==> config.mk <==
export PLATFORM = sky130hd
export DESIGN_NAME = timing_control_unit
export DESIGN_NICKNAME = d
export VERILOG_FILES = /design/src/rtl/cpu_ctrl_pkg.sv /design/src/rtl/opcode_decoder.sv /design/src/rtl/timing_control_unit.sv
export SDC_FILE = /design/constraint.sdc
export NUM_CORES = 1
export LEC_CHECK = 0
export CAP_MARGIN = 20
export CORE_MARGIN = 5
export CORE_UTILIZATION = 35
export CTS_BUF_LIST = sky130_fd_sc_hd__clkbuf_8 sky130_fd_sc_hd__clkbuf_16
export DETAILED_ROUTE_END_ITERATION = 6
export GPL_ROUTABILITY_DRIVEN = 0
export HOLD_SLACK_MARGIN = 0.08
export PLACE_DENSITY_LB_ADDON = 0.1
export SYNTH_ARGS = -nofsm -noshare
export SYNTH_HDL_FRONTEND = slang
export SYNTH_HIERARCHICAL = 1
export SYNTH_SLANG_ARGS = --single-unit
==> constraint.sdc <==
create_clock -name clk -period 2.5 [get_ports clk]
set_clock_uncertainty 0.2 [all_clocks]
set_input_delay 0.375 -clock clk [delete_from_list [all_inputs] [get_ports clk]]
set_output_delay 0.375 -clock clk [all_outputs]
set_load 0.03 [all_outputs]
==> src/rtl/cpu_ctrl_pkg.sv <==
// Shared opcode and ALU-op encodings for the CPU control path, plus a one-hot check helper.
// Pure constants and functions; no latency or flow control involved.
package cpu_ctrl_pkg;

  localparam logic [2:0] OP_AND = 3'd0;
  localparam logic [2:0] OP_ADD = 3'd1;
  localparam logic [2:0] OP_LDA = 3'd2;
  localparam logic [2:0] OP_STA = 3'd3;
  localparam logic [2:0] OP_BUN = 3'd4;
  localparam logic [2:0] OP_BSA = 3'd5;
  localparam logic [2:0] OP_ISZ = 3'd6;
  localparam logic [2:0] OP_IO  = 3'd7;

  typedef enum logic [1:0] {
    ALU_NONE    = 2'b00,
    ALU_AND     = 2'b01,
    ALU_ADD     = 2'b10,
    ALU_PASS_DR = 2'b11
  } alu_op_e;

  function automatic logic is_onehot8(input logic [7:0] v);
    return (v != 8'd0) && ((v & (v - 8'd1)) == 8'd0);
  endfunction

endpackage

==> src/rtl/opcode_decoder.sv <==
// Decodes the latched 3-bit opcode into eight one-hot instruction lines.
// Combinational, zero latency; no backpressure.
module opcode_decoder
  import cpu_ctrl_pkg::*;
(
  input  logic [2:0] d,
  output logic [7:0] dec
);

  assign dec = 8'd1 << d;

endmodule

==> src/rtl/timing_control_unit.sv <==
// Hardwired control unit: decodes T-state, opcode and flags into micro-operation strobes.
// Control outputs are combinational from t (zero latency); flags update on clk; no backpressure.
module timing_control_unit
  import cpu_ctrl_pkg::*;
#(
  parameter int IR_W = 16
) (
  input  logic            clk,
  input  logic            reset,
  input  logic [7:0]      t,
  input  logic [IR_W-1:0] ir,
  input  logic            dr_zero,
  input  logic            start,
  output logic            sc_clr,
  output logic            ar_ld_pc,
  output logic            ar_ld_ir,
  output logic            ar_ld_mem,
  output logic            ar_inc,
  output logic            ir_ld,
  output logic            pc_inc,
  output logic            pc_ld_ar,
  output logic            mem_rd,
  output logic            mem_wr,
  output logic            dr_ld,
  output logic            dr_inc,
  output logic            ac_ld,
  output logic            halted,
  output logic            err,
  output logic [1:0]      alu_op
);

  logic       s_q;
  logic       i_q;
  logic [2:0] d_q;
  logic       err_q;
  logic [7:0] dec;
  logic       t_ok;
  logic       run;
  logic       mem_ref;
  logic       unused_ir;

  opcode_decoder u_dec (
    .d   (d_q),
    .dec (dec)
  );

  assign unused_ir = ^ir[IR_W-5:1];
  assign t_ok      = is_onehot8(t);
  // A malformed t is treated like a latched error in the same cycle so nothing fires on it.
  assign run       = s_q & ~err_q & t_ok;
  assign mem_ref   = dec[OP_AND] | dec[OP_ADD] | dec[OP_LDA];
  assign halted    = ~s_q;
  assign err       = err_q;

  always_ff @(posedge clk) begin
    if (reset) begin
      s_q   <= 1'b1;
      i_q   <= 1'b0;
      d_q   <= 3'd0;
      err_q <= 1'b0;
    end else begin
      if (!t_ok)
        err_q <= 1'b1;
      if (run && t[2]) begin
        i_q <= ir[IR_W-1];
        d_q <= ir[IR_W-2:IR_W-4];
      end
      if (run && t[3] && dec[OP_IO] && !i_q && ir[0])
        s_q <= 1'b0;
      else if (!s_q && start)
        s_q <= 1'b1;
    end
  end

  always_comb begin
    sc_clr    = 1'b0;
    ar_ld_pc  = 1'b0;
    ar_ld_ir  = 1'b0;
    ar_ld_mem = 1'b0;
    ar_inc    = 1'b0;
    ir_ld     = 1'b0;
    pc_inc    = 1'b0;
    pc_ld_ar  = 1'b0;
    mem_rd    = 1'b0;
    mem_wr    = 1'b0;
    dr_ld     = 1'b0;
    dr_inc    = 1'b0;
    ac_ld     = 1'b0;
    alu_op    = ALU_NONE;
    if (!run) begin
      sc_clr = 1'b1;
    end else begin
      if (t[0]) ar_ld_pc = 1'b1;
      if (t[1]) begin
        mem_rd = 1'b1;
        ir_ld  = 1'b1;
        pc_inc = 1'b1;
      end
      if (t[2]) ar_ld_ir = 1'b1;
      if (t[3]) begin
        if (dec[OP_IO]) begin
          sc_clr = 1'b1;
        end else if (i_q) begin
          mem_rd    = 1'b1;
          ar_ld_mem = 1'b1;
        end
      end
      if (t[4]) begin
        if (mem_ref || dec[OP_ISZ]) begin
          mem_rd = 1'b1;
          dr_ld  = 1'b1;
        end
        if (dec[OP_STA]) begin
          mem_wr = 1'b1;
          sc_clr = 1'b1;
        end
        if (dec[OP_BUN]) begin
          pc_ld_ar = 1'b1;
          sc_clr   = 1'b1;
        end
        if (dec[OP_BSA]) begin
          mem_wr = 1'b1;
          ar_inc = 1'b1;
        end
      end
      if (t[5]) begin
        if (mem_ref) begin
          ac_ld  = 1'b1;
          sc_clr = 1'b1;
          alu_op = dec[OP_AND] ? ALU_AND : (dec[OP_ADD] ? ALU_ADD : ALU_PASS_DR);
        end
        if (dec[OP_BSA]) begin
          pc_ld_ar = 1'b1;
          sc_clr   = 1'b1;
        end
        if (dec[OP_ISZ]) dr_inc = 1'b1;
      end
      if (t[6] && dec[OP_ISZ]) begin
        mem_wr = 1'b1;
        sc_clr = 1'b1;
        pc_inc = dr_zero;
      end
      // Overrun guard: no instruction legitimately reaches T7.
      if (t[7]) sc_clr = 1'b1;
    end
  end

endmodule

==> impl_metrics.tcl <==
set metrics [dict create \
    status "finished, final reports clean" \
    root_buffer "clkbuf_8" \
    max_stage_delay_ns 0.31 \
    cts_buffers 3 \
    fin_crit_ns 2.44 \
    worstRegToRegCells 6 \
    setup_tns_ns 0 \
    r2r-start "s_q$_SDFFE_PP1P_" \
    place_area_sq_um 1160 \
    dp_hpwl_mm 1.79 \
    synth-compound-area-share 0.266 \
    drc 0 \
    ir_worst_vdd_uv 306 \
    nNetsFinal 178 \
    diodes 0 \
    cp_max_fo 5 \
    clk_pin_slew_worst_paths_ns 0.03 \
    ys_ff_latch 6 \
    critPathLaunch "t[0]" \
    reg2reg_to "d_q[2]$_SDFFE_PP0P_" \
    fp.dieW_um 53.9 \
    routedWlPerCell_um 14.0 \
    ys_seq_area_frac 0.178 \
    boundaryPins 45 \
    relSlewSlack 0.774 \
    required_ns 1.92 \
    power-per-cell-area_nw_per_um2 261 \
    synthMuxAreaShare 0.0595 \
    whs_path_depth 2 \
    crit_path_end "dr_ld" \
    htree_levels 1 \
    synth_xor_area_frac 0.0260 \
    rows 15 \
    fin_ws_ns 0.0578 \
    grtUsageTotal 0.175 \
    synthAdderAreaFrac 0 \
    synth_edf_count 0 \
    start_util 0.378 \
    hold_viol 0 \
    synth_top_family_by_area "simple AND/OR/NAND/NOR gates" \
    fillers 131 \
    holdCritPathClass "reg -> reg" \
    maxCapViolations 0 \
    antenna_left 0 \
    die_area_sq_um 2900 \
    worstSetupEndpointType "output port" \
    ff2ff_setup_slack_ns 0.74 \
    worstPathArrival_ns 1.87 \
    grt_max_degree 10 \
    syn_inst 86 \
    vias 874 \
    synth_top_area_frac 0.178 \
    yosys_most_used_dff "dfxtp_1" \
    cts_tree "done" \
    clock.fmax_mhz 409 \
    wl_mm 2.42 \
    p_leak_nw 0.585 \
    stdcell_area_sq_um 1310 \
    grt_overflow 0 \
    synth_nets 114 \
    first_iter_violations 10 \
    synth_async_sr_flop_share 0 \
    grt_setup_unrepaired "yes" \
    synthDistinctLibCells 40 \
    clock-sinks 6 \
    synth_simple_gate_area_frac 0.426 \
    synthToLayoutAreaGrowth_pct 94.8 \
    post-place-ws_ns -0.267 \
    vias_per_cell 5.05 \
    path_common_cell "buf_4" \
    layout-drive-gt1-share 0.493 \
    grt_pass1_vias 864 \
    grt_pass1_wl_mm 3.69 \
    worstSetupPathType "in -> out" \
    setup-violations-final 0 \
    port_buffers 33 \
    netlist.top_cell.by_area "dfxtp_1" \
    dr.pass1.iters 4 \
    p_total_mw 0.343 \
    syn_avg_cell_area_sq_um 7.83 \
    fin_crit_sh 0.977 \
    worstMarginPinSlew_ns 0.337 \
    yosys-top-cells-area "dfxtp_1, nand2_1, mux2i_1" \
    syn_area_sq_um 673 \
    clock_path_buffers 2 \
    clk_latency_ns 0.22 \
    antenna_found_initial 0 \
    path_cells "buf_8 -> nor4_4 -> nand4_1 -> buf_4 -> buf_4 -> a2111oi_4 -> buf_4" \
    start_kind "input pin" \
    slew_violations 0 \
    postCtsHoldBufs 0 \
    yosysWarningCount 6 \
    die_y_um 53.9 \
    core_sq_um 1780 \
    cp_slowest_cell "a2111oi_4" \
]
-- worst min path at each step --
stage | start | endpoint | slack, ns
2_1_floorplan | reset | err$_SDFFE_PP0P_ | 0.25
3_3_place_gp | i_q$_SDFFE_PP0P_ | i_q$_SDFFE_PP0P_ | 0.28
3_5_place_dp | i_q$_SDFFE_PP0P_ | i_q$_SDFFE_PP0P_ | 0.29
4_1_cts | i_q$_SDFFE_PP0P_ | i_q$_SDFFE_PP0P_ | 0.29
5_1_grt | t[7] | err$_SDFFE_PP0P_ | 0.32
6_report | i_q$_SDFFE_PP0P_ | i_q$_SDFFE_PP0P_ | 0.29
-- stage by stage --
stage | util | hold WS (ns) | std cells
2_1_floorplan | - | 0.247 | 86
3_3_place_gp | 0.651 | 0.277 | 165
3_5_place_dp | 0.651 | 0.287 | 165
4_1_cts | 0.699 | 0.293 | 171
5_1_grt | 0.735 | 0.325 | 173
6_report | 0.735 | 0.292 | 173
-- routing by layer --
metal,up-vias,wire length (um),track usage
met4,0,44,0.119
met1,399,1030,0.197
met3,5,150,0.0332
met5,-,0,0
met2,24,1190,0.296
li1,446,-,-
-- final cells by class --
class                           count  area, sq um  share of cell area
Multi-Input combinational cell     74          597               0.455
Inverter                            4         15.0              0.0115
Timing Repair Buffer               61          507               0.386
Sequential cell                     6          120              0.0916
Clock buffer                        3         41.3              0.0315
Tap cell                           25         31.3              0.0239
-- cell families after synthesis --
kind of cell | count (synthesis)
simple gates | 50
xor+xnor | 2
flops | 6
compound gates | 18
buf+inv | 6
mux | 4
-- state kept, by name, indices dropped and copies added, names as in the netlist --
register	cells
err	1
d_q	3
s_q	1
i_q	1
-- layout by cell type, fill, tap and decap left out, types with 2 or more instances in the layout --
cell type / synthesis / final
dfxtp_1: 6 / 6
nor3_1: 3 / 3
and3b_2: 3 / 3
buf_6: 1 / 7
a21boi_4: 2 / 2
and3_1: 3 / 3
and2_1: 4 / 4
clkbuf_8: 0 / 3
clkbuf_2: 0 / 3
buf_2: 0 / 2
mux2i_1: 4 / 4
a211oi_2: 1 / 2
nor2b_1: 2 / 2
clkdlybuf4s50_1: 0 / 10
inv_1: 3 / 3
nand4_1: 3 / 3
nand2_1: 13 / 13
buf_4: 0 / 37
nor3b_1: 3 / 2
nor2_1: 7 / 6
-- what timing repair did --
item | in CTS | in global routing
setup buffers | 2 | 2
gates resized for setup | 30 | 24
gates cloned | 1 | 0
setup endpoints to repair | 15 | 14
pin swaps | 9 | 7
-- Yosys cell counts (2+ instances only) --
cell,instances
a211oi_1,3
a21boi_4,2
and2_1,4
and3_1,3
and3b_2,3
dfxtp_1,6
inv_1,3
mux2i_1,4
nand2_1,13
nand4_1,3
nor2_1,7
nor2b_1,2
nor3_1,3
nor3b_1,3
o21ai_0,2
-- report_power, final --
part           switching, mW  internal, mW  total [mW]
clock network         0.0413         0.103       0.145
logic                 0.0467        0.0532      0.0999
registers           0.000618        0.0973      0.0980
total                 0.0886         0.254       0.343
-- worst max-delay path, delay by kind of cell --
family | cells | cell delay [ns]
buffers and inverters | 4 | 0.66
and+or+nand+nor | 2 | 0.52
AOI/OAI and AO/OA | 1 | 0.31
(Power assumes the default switching activity.)
